**config.mk**
```make
export PLATFORM = sky130hd
export DESIGN_NAME = ssg_mix_pwm
export DESIGN_NICKNAME = d
export VERILOG_FILES = /design/src/rtl/ssg_pkg.sv /design/src/rtl/ssg_pwm_core.sv /design/src/rtl/ssg_mix_pwm.sv
export SDC_FILE = /design/constraint.sdc
export NUM_CORES = 1
export LEC_CHECK = 0
export CAP_MARGIN = 20
export CORE_MARGIN = 2
export CORE_UTILIZATION = 52
export DETAILED_ROUTE_END_ITERATION = 7
export GPL_TIMING_DRIVEN = 0
export PLACE_DENSITY = 0.81
export SETUP_SLACK_MARGIN = 0.4
export SLEW_MARGIN = 0
export SYNTH_ARGS = -nofsm -noshare
export SYNTH_HDL_FRONTEND = slang
export SYNTH_SLANG_ARGS = --single-unit
```
**constraint.sdc**
```tcl
create_clock -name clk -period 3.7 [get_ports clk]
set_input_delay 0.74 -clock clk [delete_from_list [all_inputs] [get_ports clk]]
set_output_delay 0.74 -clock clk [all_outputs]
set_load 0.1 [all_outputs]
```
**src/rtl/ssg_pkg.sv**
```systemverilog
// ==== ssg_pkg : shared widths, PWM period and mix helper for the output path ====
// ==== rev 1.0 ====
`default_nettype none

package ssg_pkg;

  localparam int CH_WIDTH   = 6;
  localparam int NUM_CH     = 4;
  localparam int MIX_WIDTH  = CH_WIDTH + $clog2(NUM_CH);
  localparam int PWM_PERIOD = 256;

  typedef logic [MIX_WIDTH-1:0] mix_t;

  // Widening to MIX_WIDTH before adding keeps the carry; 4 x 63 = 252 fits without saturation.
  function automatic mix_t mix_attenuate(input logic [CH_WIDTH-1:0] c0,
                                         input logic [CH_WIDTH-1:0] c1,
                                         input logic [CH_WIDTH-1:0] c2,
                                         input logic [CH_WIDTH-1:0] c3,
                                         input logic [2:0]          vol);
    mix_t sum;
    sum = mix_t'(c0) + mix_t'(c1) + mix_t'(c2) + mix_t'(c3);
    return sum >> vol;
  endfunction

endpackage

`default_nettype wire

```
**src/rtl/ssg_pwm_core.sv**
```systemverilog
// ==== ssg_pwm_core : free-running 256-cycle PWM counter, compare and period pulse ====
// ==== rev 1.0 ====
`default_nettype none

module ssg_pwm_core
  import ssg_pkg::*;
(
  input  logic                 clk,
  input  logic                 rst_n,
  input  logic                 enable_i,
  input  logic [MIX_WIDTH-1:0] duty_i,
  output logic                 boundary_o,
  output logic                 pwm_o,
  output logic                 period_start_o
);

  logic [MIX_WIDTH-1:0] cnt_q;
  logic [MIX_WIDTH-1:0] cnt_d;
  logic                 run_q;
  logic                 pwm_q;
  logic                 period_start_q;

  // A period begins on a wrap or on the first enabled edge after a stop.
  assign boundary_o = enable_i && (!run_q || (cnt_q == MIX_WIDTH'(PWM_PERIOD - 1)));

  always_comb begin
    cnt_d = '0;
    if (enable_i && !boundary_o) begin
      cnt_d = cnt_q + 1'b1;
    end
  end

  // duty_i is the duty in force for the cycle being registered, so a newly
  // loaded level already shapes the first cycle of its period.
  always_ff @(posedge clk or negedge rst_n) begin
    if (!rst_n) begin
      cnt_q          <= '0;
      run_q          <= 1'b0;
      pwm_q          <= 1'b0;
      period_start_q <= 1'b0;
    end else begin
      cnt_q          <= cnt_d;
      run_q          <= enable_i;
      pwm_q          <= enable_i && (cnt_d < duty_i);
      period_start_q <= boundary_o;
    end
  end

  assign pwm_o          = pwm_q;
  assign period_start_o = period_start_q;

endmodule

`default_nettype wire

```
**src/rtl/ssg_mix_pwm.sv**
```systemverilog
// ==== ssg_mix_pwm : four-channel mix, one-deep pending buffer and PWM playout ====
// ==== rev 1.0 ====
`default_nettype none

module ssg_mix_pwm
  import ssg_pkg::*;
(
  input  logic                 clk,
  input  logic                 rst_n,
  input  logic [CH_WIDTH-1:0]  channel0_i,
  input  logic [CH_WIDTH-1:0]  channel1_i,
  input  logic [CH_WIDTH-1:0]  channel2_i,
  input  logic [CH_WIDTH-1:0]  channel3_i,
  input  logic [2:0]           volume_i,
  input  logic                 sample_valid_i,
  output logic                 sample_ready_o,
  input  logic                 enable_i,
  output logic                 pwm_o,
  output logic [MIX_WIDTH-1:0] mix_level_o,
  output logic                 period_start_o,
  output logic                 underrun_o
);

  logic [MIX_WIDTH-1:0] pending_q;
  logic [MIX_WIDTH-1:0] pending_d;
  logic [MIX_WIDTH-1:0] duty_q;
  logic [MIX_WIDTH-1:0] duty_d;
  logic                 pending_full_q;
  logic                 pending_full_d;
  logic                 ready_q;
  logic                 underrun_q;
  logic                 accept;
  logic                 boundary;
  logic                 load;

  // ready_q only rises when the buffer is empty, so accept and load never coincide.
  assign accept = sample_valid_i && ready_q;
  assign load   = boundary && pending_full_q;

  always_comb begin
    pending_d      = pending_q;
    pending_full_d = pending_full_q;
    duty_d         = duty_q;
    if (load) begin
      duty_d         = pending_q;
      pending_full_d = 1'b0;
    end
    if (accept) begin
      pending_d      = mix_attenuate(channel0_i, channel1_i, channel2_i, channel3_i, volume_i);
      pending_full_d = 1'b1;
    end
  end

  always_ff @(posedge clk or negedge rst_n) begin
    if (!rst_n) begin
      pending_q      <= '0;
      pending_full_q <= 1'b0;
      duty_q         <= '0;
      ready_q        <= 1'b0;
      underrun_q     <= 1'b0;
    end else begin
      pending_q      <= pending_d;
      pending_full_q <= pending_full_d;
      duty_q         <= duty_d;
      ready_q        <= !pending_full_d;
      underrun_q     <= boundary && !pending_full_q;
    end
  end

  ssg_pwm_core u_core (
    .clk            (clk),
    .rst_n          (rst_n),
    .enable_i       (enable_i),
    .duty_i         (duty_d),
    .boundary_o     (boundary),
    .pwm_o          (pwm_o),
    .period_start_o (period_start_o)
  );

  assign sample_ready_o = ready_q;
  assign mix_level_o    = duty_q;
  assign underrun_o     = underrun_q;

endmodule

`default_nettype wire

```
* Word-level counts from Yosys, hierarchy flattened
Index checks and enable logic that the tools add are counted.
Word-level totals: word-level logic and storage cells 31, output and inout port bits 12, register bits after elaboration 30, input bits 31
Cells by class: add/subtract/negate cells 4, reduce and logical (&&, ||, !) cells 11, order comparisons 1, equality and inequality tests 1, shift operators 1, multiplexer cells 4
Operator list (count):
- 8-bit 2-to-1 mux | 2
- 7-bit by 6-bit adder with 8-bit output | 1
- 8-bit by 1-bit adder with 8-bit output (second input constant) | 1
- 8-bit by 6-bit adder with 8-bit output | 1
- 8-bit == test (second input constant) | 1
- 8-bit less-than comparator | 1
- 8-bit by 3-bit >> shifter with 8-bit output | 1
- 6-bit by 6-bit adder with 7-bit output | 1
- 1-bit logical AND | 6
- 1-bit logical NOT | 4
- 1-bit 2-to-1 mux | 2
- 1-bit logical OR | 1

* Longest topological paths before layout
depth after elaboration 8, depth in mapped cells 13, gate-level depth less buffers 13

* Hierarchy
Synthesis repeated with hierarchy kept, for this count alone.
Unflattened totals: cells, all modules 187, area total of the unflattened synthesis 2040.7 um2
Modules (own cells, without submodules):
- ssg_mix_pwm | times used 1, seq. area each 475.5 um2, area each 1377.6 um2, cells each 122
- ssg_pwm_core | times used 1, seq. area each 275.3 um2, area each 663.1 um2, cells each 65

* Worst setup path after synthesis
Ideal clock, no wire load.
kind input port to flip-flop, start in channel0_i[1], end reg pending_q[2], data required time 3.582 ns, setup time 0.118 ns, buffers on the path 0, stages 10, setup slack -0.061 ns, arrival time 3.643 ns, cell sequence fa_1 > fa_1 > ha_1 > fa_1 > a211oi_2 > nor2_1 > xor2_1 > mux4_2 > a22o_1 > a21o_1
Between the ends: cells in the longest elaborated chain, start to end 4
Ends and longest elaborated chain:
- from (decl) | RTL line ssg_mix_pwm.sv:10 | input logic [CH_WIDTH-1:0] channel0_i,
- 6-bit by 6-bit adder with 7-bit output | RTL line ssg_pkg.sv:21 | sum = mix_t'(c0) + mix_t'(c1) + mix_t'(c2) + mix_t'(c3);
- 7-bit by 6-bit adder with 8-bit output | RTL line ssg_pkg.sv:21
- 8-bit by 6-bit adder with 8-bit output | RTL line ssg_pkg.sv:21
- 8-bit by 3-bit >> shifter with 8-bit output | RTL line ssg_pkg.sv:22 | return sum >> vol;
- to (signal assigned) | RTL line ssg_mix_pwm.sv:62 | pending_q <= pending_d;
- to (decl) | RTL line ssg_mix_pwm.sv:24 | logic [MIX_WIDTH-1:0] pending_q;
Every way passes these cells. A chain may end at the register's enable or synchronous reset.

* Worst setup path in the final report
start in channel2_i[1], end reg pending_q[2]
Between the ends: cells in the longest elaborated chain, start to end 3
Ends and longest elaborated chain:
- from (decl) | RTL line ssg_mix_pwm.sv:12 | input logic [CH_WIDTH-1:0] channel2_i,
- 7-bit by 6-bit adder with 8-bit output | RTL line ssg_pkg.sv:21
- 8-bit by 6-bit adder with 8-bit output | RTL line ssg_pkg.sv:21
- 8-bit by 3-bit >> shifter with 8-bit output | RTL line ssg_pkg.sv:22
Every way passes these cells.

==> run_results.csv <==
group,metric,value,unit
synthesis,ys_async_sr_fraction,100,%
timing,max_freq,276,MHz
run_status,outcome,"finished, final reports clean",
die,die_height,68.0,um
drt,drt_iter0_markers,79,
layout,antenna_cells_inserted,0,
worst_setup_path,slowest_stage,"fa_1",
clocking,clockBufferDepth,2,
layout,layout_common_cells,"dfrtp_1, nor2_1, clkdlybuf4s50_1",
clocking,clock-root-buffer,"clkbuf_8",
global_routing,grt_antenna_before_repair,0,
drt,drc,0,
drt,dr.pass1.iters,4,
timing,final_max_slew_viol_count,0,
worst_setup_path,cp_common_cell,"fa_1",
place,globalplace.congestion,0.799,
synthesis,synthCells,200,
clocking,path_clk_slew,0.05,ns
synthesis,ys_ff_latch,30,
place,dp_hpwl,3.58,mm
worst_setup_path,cp-end-kind,"flop",
synthesis,ys_types,51,
run,cap_violations,0,
synthesis,synth-edff-count,0,
layout,final_layout_size_suffix_gt1_share,26.9,%
die,core.rowCount,23,
synthesis,synth_compound_area_share,15.8,%
synthesis,postSynthAreaPerCell,10.7,um2
synthesis,synth-simple-area-share,14.4,%
drt,wl,4.65,mm
clocking,cts_tree,"done",
global_routing,grt_pass1_wl,7.34,mm
worst_setup_path,cp.buffers_inverters,1,
clocking,numCtsBuffers,5,
min_path,holdPathStages,1,
worst_setup_path,cp.required,3.87,ns
worst_setup_path,cp_max_fo,2,
synthesis,synth_area,0.00213,mm2
layout,mostFrequentLayoutCell,"dfrtp_1",
die,dieWidth,68.0,um
synthesis,ys.flop_type,"dfrtp_1",
clocking,htree_num_levels,2,
die,core,0.00397,mm2
timing,post-route-period-util,97.9,%
place,placed_area,0.00264,mm2
die,die_area,0.00463,mm2
worst_setup_path,path_cells,"buf_6 > fa_1 > fa_1 > ha_4 > fa_2 > a211oi_4 > nor2_2 > xor2_2 > mux4_2 > a22o_1 > a21o_1",
clocking,clkLatencyLatePin,0.28,ns
worst_setup_path,worst-path-stages,11,
timing,setup_viol_count_final,0,
power_and_ir_drop,power.density,661,mW/mm2
worst_setup_path,cp.arrival,3.79,ns
synthesis,synth_area_leader_cell,"dfrtp_1",
worst_setup_path,reg2reg_depth,13,
worst_setup_path,cp_slowest_stage_delay,0.54,ns
timing,rsz0062_at_grt,"yes",
timing,timing.slew.headroom,34.9,%
timing,finClkSkew,0.00626,ns
drt,detail_route.wl_per_cell,15.0,um
power_and_ir_drop,leakage,1.29,nW
layout,area_growth,37.0,%
global_routing,grt_start_max_net_pins,17,
worst_setup_path,startpoint_type,"input pin",
global_routing,gr-usage-all-layers,21.6,%
die,io_pins,43,
layout,final_nets,319,
drt,ant_nets,0,
die,initial_core_util,53.7,%
clocking,cts_sinks,30,
worst_setup_path,crit_type,"in2reg",
timing,final.min_clock_period,3.62,ns
min_path,min_path_type,"reg2reg",
global_routing,grt_pass1_vias,1569,
synthesis,synth_top_family_by_area,"adder cells",
synthesis,synthMuxAreaShare,6.69,%
global_routing,grt-ovfl-total,0,
layout,final_util,73.5,%
synthesis,synth.area.top_cells,"dfrtp_1, fa_1, ha_1",
synthesis,yosys_warnings,0,
synthesis,yosys.area.top_type_share,35.2,%
timing,hold_viol,0,
synthesis,synth-xor-area-share,3.29,%
synthesis,synth_fa_ha_area_share,20.1,%
drt,via_count,1738,
synthesis,synthesis.nets,258,
timing,tightest_slew,0.973,ns
place,io_buffers,41,
drt,vias_per_cell,5.61,
worst_setup_path,crit_family,"adder cells",
power_and_ir_drop,ir_worst_vdd,418,uV
layout,fin_area,0.00292,mm2
synthesis,ys_seq_area_share,35.2,%
## final cells by class
class	instances	area [um2]
multi-input combinational	150	1440
timing repair buffer	54	490
inverter	15	56.3
buffer	5	40.0
clock buffer	6	82.6
fill	270	1050
sequential	30	751
tap	50	62.6
## power breakdown
group	internal (W)	total, W	switching, W
logic	0.000482	0.00122	0.000738
clock network	0.000143	0.000252	0.000109
registers	0.000410	0.000458	0.0000478
## worst paths after layout
path / slack (ns) / to / startpoint
setup / recovery: 0.08 / pending_q[2] / channel2_i[1]
hold / removal: 0.42 / underrun_o / pending_full_q
setup reg to reg: 0.68 / u_core.pwm_o / u_core.cnt_q[0]
hold reg to reg: 0.42 / underrun_o / pending_full_q
max in group asynchronous: 2.25 / pending_q[2] / rst_n
min in group asynchronous: 0.91 / u_core.run_q / rst_n
## per-stage QoR
stage	TNS (ns)	hold slack [ns]	worst slack [ns]	cells	total power [W]
2_1_floorplan	0	0.403	0.0571	200	0.00123
3_3_place_gp	-2.01	0.412	-0.521	291	0.00145
3_5_place_dp	-2.11	0.416	-0.530	292	0.00148
4_1_cts	0	0.425	0.0971	305	0.00187
5_1_grt	0	0.462	0.0281	310	0.00203
6_report	0	0.424	0.0776	310	0.00193
## per-layer routing
metal	global-route usage (%)	wire, um
met2	34.8	2370
met3	5.26	272
met1	28.4	1920
met4	7.75	78
met5	0	0
## synth_stat cells (3+ instances only)
cell type	number
dfrtp_1	30
nand3_1	4
ha_1	15
inv_1	15
buf_2	3
fa_1	12
nand2_1	13
xnor2_1	3
o31ai_1	7
a21oi_1	6
mux2i_1	8
a22o_1	4
xor2_1	5
nor3_1	3
o21ai_0	4
nor2_1	25
## state kept, by name (all words and copies together) (netlist names)
| signal | flops |
|---|---|
| underrun_o | 1 |
| mix_level_o | 8 |
| pending_full_q | 1 |
| u_core.pwm_o | 1 |
| u_core.cnt_q | 8 |
| u_core.period_start_o | 1 |
| u_core.run_q | 1 |
| pending_q | 8 |
| sample_ready_o | 1 |
## worst register-to-register path, cell delays in order (launching register included)
cell and delay, ns:
dfrtp_1 0.41, ha_1 0.24, nand2_1 0.09, o31ai_1 0.28, nand2_1 0.19, nor2_4 0.20, mux2i_1 0.30, ha_1 0.30
a21oi_1 0.13, nor2b_1 0.05, o21ai_0 0.21, o2111a_1 0.26, o21a_1 0.15, a31o_2 0.15
## cells by family after synthesis
group,count (synthesis)
buffers and inverters,20
XOR/XNOR,8
adder cells (fa/ha/maj),27
AO/OA/AOI/OAI,42
flip-flops,30
AND/OR/NAND/NOR,62
multiplexers,11
## repair_timing
item | CTS | global route
resized for setup | 52 | 19
setup buffers | 7 | 5
endpoints found under the setup margin | 8 | 9
pin swaps | 31 | 16
hold buffers | 0 | 0
Note: power is estimated with default switching activity, not from simulation.
